$ cat src/rtl/baseball_game_core.sv
// ---------------------------------------------------------------------------
// baseball_game_core
//   Number-guessing game ("bulls and cows"). One player enters a secret
//   answer of DIGITS distinct digits, the other guesses it. Each valid guess
//   is scored as strikes (right digit, right place) and balls (right digit,
//   wrong place). The player wins on an all-strike guess and loses once
//   MAX_TRIES guesses have been used.
//
// Ports
//   clk          single clock, rising edge
//   reset        synchronous active-high reset
//   active       mode enable; 0 behaves exactly like reset
//   btn_up       digit at cursor +1 (wraps DIGIT_MAX -> 0)
//   btn_down     digit at cursor -1 (wraps 0 -> DIGIT_MAX)
//   btn_left     cursor one place left (pos+1, wraps)
//   btn_right    cursor one place right (pos-1, wraps)
//   btn_confirm  confirm / advance
//   led[15:0]    attempt bar, bit k set once attempt k+1 is used
//   seg_data     four 5-bit character codes, [19:15] leftmost
//   dp_data      decimal points, remaining tries (<=3) shown in RESULT
//   game_won     1 only in WIN
//   game_over    1 in WIN or LOSE
//
// Digit index 0 is the rightmost display position.
// ---------------------------------------------------------------------------
module baseball_game_core #(
    parameter int DIGITS    = 4,
    parameter int MAX_TRIES = 16,
    parameter int DIGIT_MAX = 9,
    parameter int BLINK_DIV = 50_000_000
) (
    input  logic        clk,
    input  logic        reset,
    input  logic        active,
    input  logic        btn_up,
    input  logic        btn_down,
    input  logic        btn_left,
    input  logic        btn_right,
    input  logic        btn_confirm,
    output logic [15:0] led,
    output logic [19:0] seg_data,
    output logic [3:0]  dp_data,
    output logic        game_won,
    output logic        game_over
);

    localparam int CNT_W = (BLINK_DIV > 1) ? $clog2(BLINK_DIV) : 1;

    localparam logic [3:0]       DMAX  = 4'(DIGIT_MAX);
    localparam logic [1:0]       PMAX  = 2'(DIGITS - 1);
    localparam logic [2:0]       NDIG  = 3'(DIGITS);
    localparam logic [4:0]       TRIES = 5'(MAX_TRIES);
    localparam logic [CNT_W-1:0] CNT_TOP = CNT_W'(BLINK_DIV - 1);

    // Character codes
    localparam logic [4:0] CH_DASH  = 5'd10;
    localparam logic [4:0] CH_E     = 5'd11;
    localparam logic [4:0] CH_R     = 5'd12;
    localparam logic [4:0] CH_L     = 5'd13;
    localparam logic [4:0] CH_LO_O  = 5'd17;
    localparam logic [4:0] CH_B     = 5'd18;
    localparam logic [4:0] CH_D     = 5'd19;
    localparam logic [4:0] CH_BLANK = 5'd31;
    localparam logic [4:0] CH_G     = 5'd9;
    localparam logic [4:0] CH_S     = 5'd5;
    localparam logic [4:0] CH_UP_O  = 5'd0;

    localparam logic [19:0] TXT_ERR  = {CH_DASH, CH_E, CH_R, CH_R};
    localparam logic [19:0] TXT_GOGO = {CH_G, CH_LO_O, CH_G, CH_LO_O};
    localparam logic [19:0] TXT_GOOD = {CH_G, CH_LO_O, CH_LO_O, CH_D};
    localparam logic [19:0] TXT_LOSE = {CH_L, CH_UP_O, CH_S, CH_E};

    typedef enum logic [2:0] {
        StIdle,
        StSetAns,
        StChkAns,
        StGuess,
        StGuessErr,
        StResult,
        StWin,
        StLose
    } state_t;

    state_t            state;
    logic [1:0]        pos;
    logic [3:0][3:0]   ans;
    logic [3:0][3:0]   guess;
    logic [4:0]        attempts;
    logic [2:0]        strikes;
    logic [2:0]        balls;
    logic              blink;
    logic [CNT_W-1:0]  blink_cnt;
    logic [4:0]        btn_prev;

    logic              clear;
    logic [4:0]        btn_now;
    logic [4:0]        btn_edge;
    logic              e_up, e_down, e_left, e_right, e_confirm, e_any;

    logic [3:0][3:0]   cur_digits;
    logic [3:0]        sel_digit;
    logic [3:0]        edit_digit;
    logic [1:0]        next_pos;
    logic              ans_dup;
    logic              guess_dup;
    logic [2:0]        hit_s;
    logic [2:0]        hit_b;
    logic [4:0]        attempts_inc;
    logic [4:0]        remaining;
    logic [19:0]       seg_next;
    logic [3:0]        dp_next;

    assign clear     = reset | ~active;
    assign btn_now   = {btn_confirm, btn_right, btn_left, btn_down, btn_up};
    assign btn_edge  = btn_now & ~btn_prev;
    assign e_up      = btn_edge[0];
    assign e_down    = btn_edge[1];
    assign e_left    = btn_edge[2];
    assign e_right   = btn_edge[3];
    assign e_confirm = btn_edge[4];
    assign e_any     = |btn_edge;

    // True when any two digits among the used positions are equal.
    function automatic logic has_dup(input logic [3:0][3:0] d);
        logic dup;
        dup = 1'b0;
        for (int i = 0; i < DIGITS; i++) begin
            for (int j = i + 1; j < DIGITS; j++) begin
                if (d[i] == d[j]) begin
                    dup = 1'b1;
                end
            end
        end
        return dup;
    endfunction

    assign ans_dup   = has_dup(ans);
    assign guess_dup = has_dup(guess);

    // Cursor digit edit and cursor move; the edit always uses the old pos.
    always_comb begin
        cur_digits = (state == StGuess) ? guess : ans;
        sel_digit  = cur_digits[pos];
        edit_digit = sel_digit;
        if (e_up) begin
            edit_digit = (sel_digit == DMAX) ? 4'd0 : sel_digit + 4'd1;
        end else if (e_down) begin
            edit_digit = (sel_digit == 4'd0) ? DMAX : sel_digit - 4'd1;
        end
        next_pos = pos;
        if (e_left) begin
            next_pos = (pos == PMAX) ? 2'd0 : pos + 2'd1;
        end else if (e_right) begin
            next_pos = (pos == 2'd0) ? PMAX : pos - 2'd1;
        end
    end

    // Score of the current guess against the answer.
    always_comb begin
        hit_s = 3'd0;
        hit_b = 3'd0;
        for (int i = 0; i < DIGITS; i++) begin
            for (int j = 0; j < DIGITS; j++) begin
                if (guess[i] == ans[j]) begin
                    if (i == j) begin
                        hit_s = hit_s + 3'd1;
                    end else begin
                        hit_b = hit_b + 3'd1;
                    end
                end
            end
        end
    end

    assign attempts_inc = attempts + 5'd1;
    assign remaining    = TRIES - attempts;

    // Display contents for the current state; registered below.
    always_comb begin
        seg_next = '0;
        unique case (state)
            StIdle: seg_next = '0;
            StSetAns, StGuess: begin
                for (int i = 0; i < 4; i++) begin
                    if (i >= DIGITS) begin
                        seg_next[5*i +: 5] = CH_BLANK;
                    end else if (blink && (pos == 2'(i))) begin
                        seg_next[5*i +: 5] = CH_BLANK;
                    end else begin
                        seg_next[5*i +: 5] = {1'b0, cur_digits[i]};
                    end
                end
            end
            StChkAns:   seg_next = ans_dup ? TXT_ERR : TXT_GOGO;
            StGuessErr: seg_next = TXT_ERR;
            StResult:   seg_next = {2'b00, strikes, CH_S, 2'b00, balls, CH_B};
            StWin:      seg_next = TXT_GOOD;
            StLose:     seg_next = TXT_LOSE;
            default:    seg_next = '0;
        endcase
    end

    // Thermometer of remaining tries, only once the end is near.
    always_comb begin
        dp_next = 4'b0000;
        if (state == StResult) begin
            unique case (remaining)
                5'd1:    dp_next = 4'b0001;
                5'd2:    dp_next = 4'b0011;
                5'd3:    dp_next = 4'b0111;
                default: dp_next = 4'b0000;
            endcase
        end
    end

    always_ff @(posedge clk) begin
        if (clear) begin
            state     <= StIdle;
            pos       <= 2'd0;
            ans       <= '0;
            guess     <= '0;
            attempts  <= 5'd0;
            strikes   <= 3'd0;
            balls     <= 3'd0;
            blink     <= 1'b0;
            blink_cnt <= '0;
            btn_prev  <= 5'd0;
            led       <= 16'd0;
            seg_data  <= 20'd0;
            dp_data   <= 4'd0;
            game_won  <= 1'b0;
            game_over <= 1'b0;
        end else begin
            btn_prev <= btn_now;
            seg_data <= seg_next;
            dp_data  <= dp_next;

            if (blink_cnt == CNT_TOP) begin
                blink_cnt <= '0;
                blink     <= ~blink;
            end else begin
                blink_cnt <= blink_cnt + 1'b1;
            end

            unique case (state)
                StIdle: state <= StSetAns;

                StSetAns: begin
                    if (e_up || e_down) begin
                        ans[pos] <= edit_digit;
                    end
                    pos <= next_pos;
                    if (e_confirm) begin
                        state <= StChkAns;
                    end
                end

                StChkAns: begin
                    if (e_confirm) begin
                        if (ans_dup) begin
                            state <= StSetAns;
                        end else begin
                            state <= StGuess;
                            pos   <= 2'd0;
                            guess <= '0;
                        end
                    end
                end

                StGuess: begin
                    if (e_up || e_down) begin
                        guess[pos] <= edit_digit;
                    end
                    pos <= next_pos;
                    if (e_confirm) begin
                        if (guess_dup) begin
                            // Rejected guess: no attempt is consumed.
                            state <= StGuessErr;
                        end else begin
                            attempts            <= attempts_inc;
                            led[attempts[3:0]]  <= 1'b1;
                            strikes             <= hit_s;
                            balls               <= hit_b;
                            if (hit_s == NDIG) begin
                                state     <= StWin;
                                game_won  <= 1'b1;
                                game_over <= 1'b1;
                            end else if (attempts_inc == TRIES) begin
                                state     <= StLose;
                                game_over <= 1'b1;
                            end else begin
                                state <= StResult;
                            end
                        end
                    end
                end

                StGuessErr: begin
                    if (e_any) begin
                        state <= StGuess;
                    end
                end

                StResult: begin
                    if (e_confirm) begin
                        state <= StGuess;
                        pos   <= 2'd0;
                        guess <= '0;
                    end
                end

                StWin, StLose: state <= state;

                default: state <= StIdle;
            endcase
        end
    end

endmodule
$ cat config.mk
export PLATFORM = sky130hd
export DESIGN_NAME = baseball_game_core
export DESIGN_NICKNAME = d
export VERILOG_FILES = /design/src/rtl/baseball_game_core.sv
export SDC_FILE = /design/constraint.sdc
export NUM_CORES = 1
export LEC_CHECK = 0
export ABC_AREA = 0
export ABC_CLOCK_PERIOD_IN_PS = 13300
export CAP_MARGIN = 15
export CELL_PAD_IN_SITES_DETAIL_PLACEMENT = 1
export CELL_PAD_IN_SITES_GLOBAL_PLACEMENT = 2
export CORE_ASPECT_RATIO = 1.1
export CORE_MARGIN = 1.5
export CORE_UTILIZATION = 40
export DETAILED_ROUTE_END_ITERATION = 6
export GPL_ROUTABILITY_DRIVEN = 0
export PLACE_DENSITY_LB_ADDON = 0.1
export SLEW_MARGIN = 20
export SYNTH_ARGS = -nofsm -noshare
export SYNTH_HDL_FRONTEND = slang
export SYNTH_SLANG_ARGS = --single-unit
$ cat constraint.sdc
create_clock -name clk -period 13.3 [get_ports clk]
set_clock_uncertainty 0.1 [all_clocks]
set_input_delay 2.66 -clock clk [delete_from_list [all_inputs] [get_ports clk]]
set_output_delay 2.66 -clock clk [all_outputs]
set_load 0.1 [all_outputs]
### Word-level counts from Yosys, hierarchy flattened

Cells that the tools add are included.

| word-level totals | value |
|---|---|
| flip-flop bits (word level) | 122 |
| latch bits | 0 |
| bits in writable memories | 0 |
| bits in read-only memories | 0 |
| input bits | 8 |
| memories | 0 |

| operators by class | value |
|---|---|
| add/subtract/negate cells | 21 |
| $mul | 0 |
| div/mod/pow operators | 0 |
| magnitude comparators | 4 |
| equality and inequality tests | 53 |
| shifts and indexed selects | 0 |
| mux-type cells | 73 |
| bitwise operators | 9 |
| reduce and logical (&&, ||, !) cells | 25 |

Operators with widths:

| cell | count |
|---|---|
| case mux 20 bit (7 select lines) | 1 |
| equality test 4 bit | 28 |
| 2-to-1 mux 16 bit | 5 |
| 2-to-1 mux 3 bit | 19 |
| case mux 16 bit (3 select lines) | 1 |
| adder 3 x 1 -> 3 bit (second input constant) | 14 |
| bitwise mux 16 bit | 2 |
| adder 26 x 1 -> 26 bit (second input constant) | 1 |
| equality test 26 bit (second input constant) | 1 |
| 2-to-1 mux 4 bit | 6 |
| 2-to-1 mux 2 bit | 11 |
| 2-to-1 mux 5 bit | 4 |
| case mux 3 bit (6 select lines) | 1 |
| 2-to-1 mux 1 bit | 17 |
| 2-to-1 mux 17 bit | 1 |
| OR 16 bit | 1 |
| equality test 3 bit (second input constant) | 5 |
| != test 2 bit (second input constant) | 6 |
| equality test 5 x 2 -> 1 bit (second input constant) | 2 |
| AND reduction 5 bit | 2 |
| case mux 3 bit (3 select lines) | 1 |
| binary-select mux 4 bit (select 2 bit) | 1 |
| demux 4 bit (select 2 bit) | 1 |
| AND reduction 4 bit | 2 |
| 37 further kinds | 52 |

### Depth between registers and ports, before layout

| logic depth | value |
|---|---|
| depth after elaboration | 24 |
| mapped depth | 36 |

### Least setup slack after synthesis

Ideal clock, no wire load.

| timing | value |
|---|---|
| path type | register to register |
| from | register ans[4] (netlist name) |
| to | register balls[2] |
| arrival time | 6526 ps |
| required time | 13126 ps |
| setup slack | 6600 ps |
| cell stages (with the launch flop) | 37 |
| buffers on the path | 1 |
| period minus slack after synthesis | 6700 ps |
| path through | dfxtp_1 > clkbuf_1 > xnor2_1 > nand4_1 > inv_1 > ha_1 > xnor2_4 > nor3_1 > or2_2 > mux2_2 > ha_1 > a21oi_1 > nor2_1 > xnor2_2 > a21oi_1 > ha_1 > nor2_1 > nor2_1 > o31ai_1 > nand2_1 > xnor2_1 > mux2_2 > ha_1 > xnor2_1 > o22a_1 > o21ai_1 > inv_1 > ha_1 > nand2_1 > o21ai_1 > ha_1 > nand2_1 > xor2_1 > xnor2_1 > xnor2_1 > or3_1 > a31oi_1 |

| between the ends | value |
|---|---|
| cells in the longest elaborated chain, start to end | 24 |
| elaborated cells on any way between the ends | 26 |

Ends and longest elaborated chain:

| item | RTL line | RTL |
|---|---|---|
| start: declaration | 86 | `logic [3:0][3:0] ans;` |
| start signal: indexed assignment | 250 | `ans[pos] <= edit_digit;` |
| equality test 4 bit | 164 | `if (guess[i] == ans[j]) begin` |
| 2-to-1 mux 1 bit | 164 |  |
| adder 3 x 1 -> 3 bit | 168 | `hit_b = hit_b + 3'd1;` |
| 2-to-1 mux 3 bit | 164 |  |
| adder 3 x 1 -> 3 bit | 168 |  |
| 2-to-1 mux 3 bit | 164 |  |
| adder 3 x 1 -> 3 bit | 168 |  |
| 2-to-1 mux 3 bit | 164 |  |
| (+8 left out) | -- |  |
| adder 3 x 1 -> 3 bit | 168 |  |
| 2-to-1 mux 3 bit | 164 |  |
| adder 3 x 1 -> 3 bit | 168 |  |
| 2-to-1 mux 3 bit | 164 |  |
| adder 3 x 1 -> 3 bit | 168 |  |
| 2-to-1 mux 3 bit * | 164 |  |
| adder 3 x 1 -> 3 bit | 168 |  |
| 2-to-1 mux 3 bit * | 164 |  |
| end signal: assignment | 283 | `balls <= hit_b;` |
| end: declaration | 90 | `logic [2:0] balls;` |

Every way passes the cells marked *; elsewhere a longest branch is shown, timed or not.
A chain may end at the register's enable or synchronous reset.

### Final worst setup path

| timing | value |
|---|---|
| from | register guess[2] (netlist name) |
| to | register balls[2] |

| between the ends | value |
|---|---|
| cells in the longest elaborated chain, start to end | 24 |
| elaborated cells on any way between the ends | 37 |

Ends and longest elaborated chain:

| item | RTL line | RTL |
|---|---|---|
| start: declaration | 87 | `logic [3:0][3:0] guess;` |
| start signal: indexed assignment | 272 | `guess[pos] <= edit_digit;` |
| equality test 4 bit | 164 |  |
| 2-to-1 mux 1 bit | 164 |  |
| adder 3 x 1 -> 3 bit | 168 |  |
| 2-to-1 mux 3 bit | 164 |  |
| adder 3 x 1 -> 3 bit | 168 |  |
| 2-to-1 mux 3 bit | 164 |  |
| adder 3 x 1 -> 3 bit | 168 |  |
| 2-to-1 mux 3 bit | 164 |  |
| (+8 left out) | -- |  |
| adder 3 x 1 -> 3 bit | 168 |  |
| 2-to-1 mux 3 bit | 164 |  |
| adder 3 x 1 -> 3 bit | 168 |  |
| 2-to-1 mux 3 bit | 164 |  |
| adder 3 x 1 -> 3 bit | 168 |  |
| 2-to-1 mux 3 bit | 164 |  |
| adder 3 x 1 -> 3 bit | 168 |  |
| 2-to-1 mux 3 bit | 164 |  |

Several ways; a longest one is shown, not always the timed one.

==> impl_metrics.env <==
export IMPL_synth_seq_area_share_pct=31.0
export IMPL_path_class="register to register"
export IMPL_ctsResizeCount=0
export IMPL_synth_edff_count=0
export IMPL_grt_overflow_total=0
export IMPL_yosys_warnings=0
export IMPL_cts_buffers=17
export IMPL_grt_util_all_layers_pct=25.7
export IMPL_synth_avg_cell_area_um2=8.31
export IMPL_area_growth_syn_to_layout_pct=14.9
export IMPL_dp_hpwl_um=18100
export IMPL_synth_distinct_cells=62
export IMPL_hold_ws_ns=0.372
export IMPL_cp_arrival_ns=7.65
export IMPL_die_w_um=136
export IMPL_ant_nets=0
export IMPL_die_area_mm2=0.0204
export IMPL_status="complete, no violations"
export IMPL_rows=53
export IMPL_grt_pass1_wl_um=40100
export IMPL_slowest_stage="dfxtp_1"
export IMPL_holdCritPathClass="register to register"
export IMPL_r2r_cells=35
export IMPL_io_buffers=48
export IMPL_clockBufferDepth=2
export IMPL_mappedNetlistArea_mm2=0.00781
export IMPL_die_y_um=150
export IMPL_clk_pin_slew_ns=0.06
export IMPL_cp_required_ns=13.55
export IMPL_fmax_mhz=135
export IMPL_synth_ff_latch_count=121
export IMPL_fin_crit_sh_pct=55.6
export IMPL_finalHoldViolations=0
export IMPL_syn_inst=940
export IMPL_totalWireLength_um=24800
export IMPL_initial_utilization_pct=40.9
export IMPL_syn_nets=972
export IMPL_final_cells=1210
export IMPL_antenna_cells=0
export IMPL_coreArea_mm2=0.0191
export IMPL_slew_headroom_pct=16.7
export IMPL_power_density_mw_per_mm2=114
export IMPL_final_nets=982
export IMPL_post_cts_buffers=0
export IMPL_worstHoldEndpoint="game_over"
export IMPL_period_minus_slack_ns=7.39
export IMPL_worst_slew_pin_slew_ns=1.25
export IMPL_dp_cells=1178
export IMPL_setup_viol=0
export IMPL_synth_async_reset_ratio_pct=0
export IMPL_via_count=6782
export IMPL_critPathCaptureType="register"
export IMPL_ir_worst_vdd_mv=0.0868
export IMPL_cts_sinks=121
export IMPL_finalSetupTns_ns=0
export IMPL_drv_cap=0
export IMPL_final_core_util_pct=47.0
export IMPL_cp_start_kind="register"
export IMPL_hold_buffers=0
export IMPL_htreeDepth=4
export IMPL_grt_pass1_vias=7124
export IMPL_ys_flop_type="dfxtp_1"
export IMPL_max_stage_delay_ns=0.67
export IMPL_grt_max_degree=36
export IMPL_num_io_pins=50
export IMPL_critPathMaxFanout=10
export IMPL_hold_path_depth=1
export IMPL_p_leak_nw=3.59
export IMPL_drive_gt1_share_pct=8.10
export IMPL_hp_start="game_over"
export IMPL_wl_per_cell_um=20.5
export IMPL_drc=0
export IMPL_drt_iter0_drc=398
export IMPL_routed_via_density=5.60
export IMPL_regToRegSetupSlack_ns=5.91
export IMPL_root_buffer="clkbuf_16"
export IMPL_firstDrtPassIters=5
export IMPL_rsz0062_at_grt="false"
export IMPL_cts_tree="built"
export IMPL_r2r_start="guess[2]"
export IMPL_num_fill_cells=2251
export IMPL_clock_latency_ns=0.42
export IMPL_crit_top_cell="ha_1"
export IMPL_antenna_found_initial=0
export IMPL_maxSlewViolCount=0
export IMPL_reg2reg_to="balls[2]"
[layout make-up]
class / count / area [um^2] / share of cell area [%]
clock buffers: 18 / 429 / 4.78
clock inverters: 14 / 184 / 2.05
inverters: 27 / 101 / 1.13
multi-input cells: 721 / 4940 / 55.1
flip-flops and latches: 121 / 2420 / 27.0
well taps: 247 / 309 / 3.44
repair buffers: 62 / 586 / 6.52
[cells by family after synthesis]
kind of cell	count (synthesis)	share of synthesized area, %
xor+xnor	171	20.4
mux	34	5.40
compound gates	161	12.7
simple gates	330	20.7
flops	121	31.0
other cells	1	0.0480
fa+ha+maj	24	3.84
buf+inv	98	5.91
[where the power goes]
part	switching [mW]	leakage, nW	internal [mW]	total, mW
sequential	0.00279	0.976	0.364	0.367
clock	0.189	0.293	0.299	0.488
combinational	0.0948	2.32	0.0723	0.167
total	0.287	3.59	0.735	1.02
[registers in the layout (all words and copies together) (netlist names)]
signal and count:
blink_cnt 26, seg_data 20, ans 16, guess 16, led 16, attempts 5, btn_prev 5, balls 3
dp_data 3, state 3, strikes 3, pos 2, blink 1, game_over 1, game_won 1
[layer usage]
layer,wire length (um),up-vias,part of all wire [%],track usage (%)
met3,1000,58,4.0,4.74
li1,-,3246,-,-
met1,10700,3314,43,31.6
met2,12100,162,49,43.1
met5,64,-,0.26,2.53
met4,938,2,3.8,12.1
[cell usage after synthesis (all sizes together), types with 23 or more instances]
library cell  instances  share of area [%]
nand3                27                1.7
a21oi                69                4.4
nor2                125                6.0
nand4                23                1.8
xor2                 82                9.4
xnor2                87                 10
inv                  26                1.2
buf                  31                2.7
ha                   24                3.8
dfxtp               121                 31
nand2                57                2.7
clkbuf               40                1.9
nor3                 26                1.7
mux2i                23                2.9
[placed cells by master, fill, tap and decap left out, drive strengths merged, types with 4 or more instances in the layout]
cell type	instances
a31oi	17
inv	32
o21a	4
nor3	26
xor2	82
a21oi	69
xnor2	87
clkdlybuf4s50	48
nor2	125
buf	14
nor2b	15
o21ai	22
mux4	6
and2	14
nand2b	9
o31ai	4
mux2i	23
a21o	4
mux2	5
a32oi	13
nand2	57
and3	8
nand3	27
o211ai	5
ha	24
nand4	23
dfxtp	121
nor4	18
clkinv	4
a22oi	6
clkbuf	18
[worst max-delay path: cells and delay by family (launching register included)]
kind,cells,cell delay [ns]
fa+ha+maj,6,1.64
simple gates,10,1.62
buf+inv,2,0.20
xor+xnor,8,1.53
compound gates,7,0.98
flops,1,0.67
mux,2,0.56
[worst max path at each step]
stage	startpoint	to	slack (ns)
2_1_floorplan	ans[4]	balls[2]	6.60
3_3_place_gp	guess[0]	balls[2]	6.30
3_5_place_dp	guess[1]	balls[2]	5.90
4_1_cts	guess[1]	balls[2]	5.89
5_1_grt	guess[0]	balls[2]	5.44
6_report	guess[2]	balls[2]	5.91
[metrics by stage]
| step | cell area [um^2] | setup WS [ns] | power (mW) |
|---|---|---|---|
| detailed placement | 8360 | 5.90 | 0.543 |
| finish | 8980 | 5.91 | 1.02 |
| floorplan | 7810 | 6.60 | 0.508 |
| global placement | 8360 | 6.30 | 0.534 |
| CTS | 8980 | 5.89 | 1.03 |
| global route | 8980 | 5.44 | 1.07 |
Note: power is estimated with default switching activity, not from simulation.
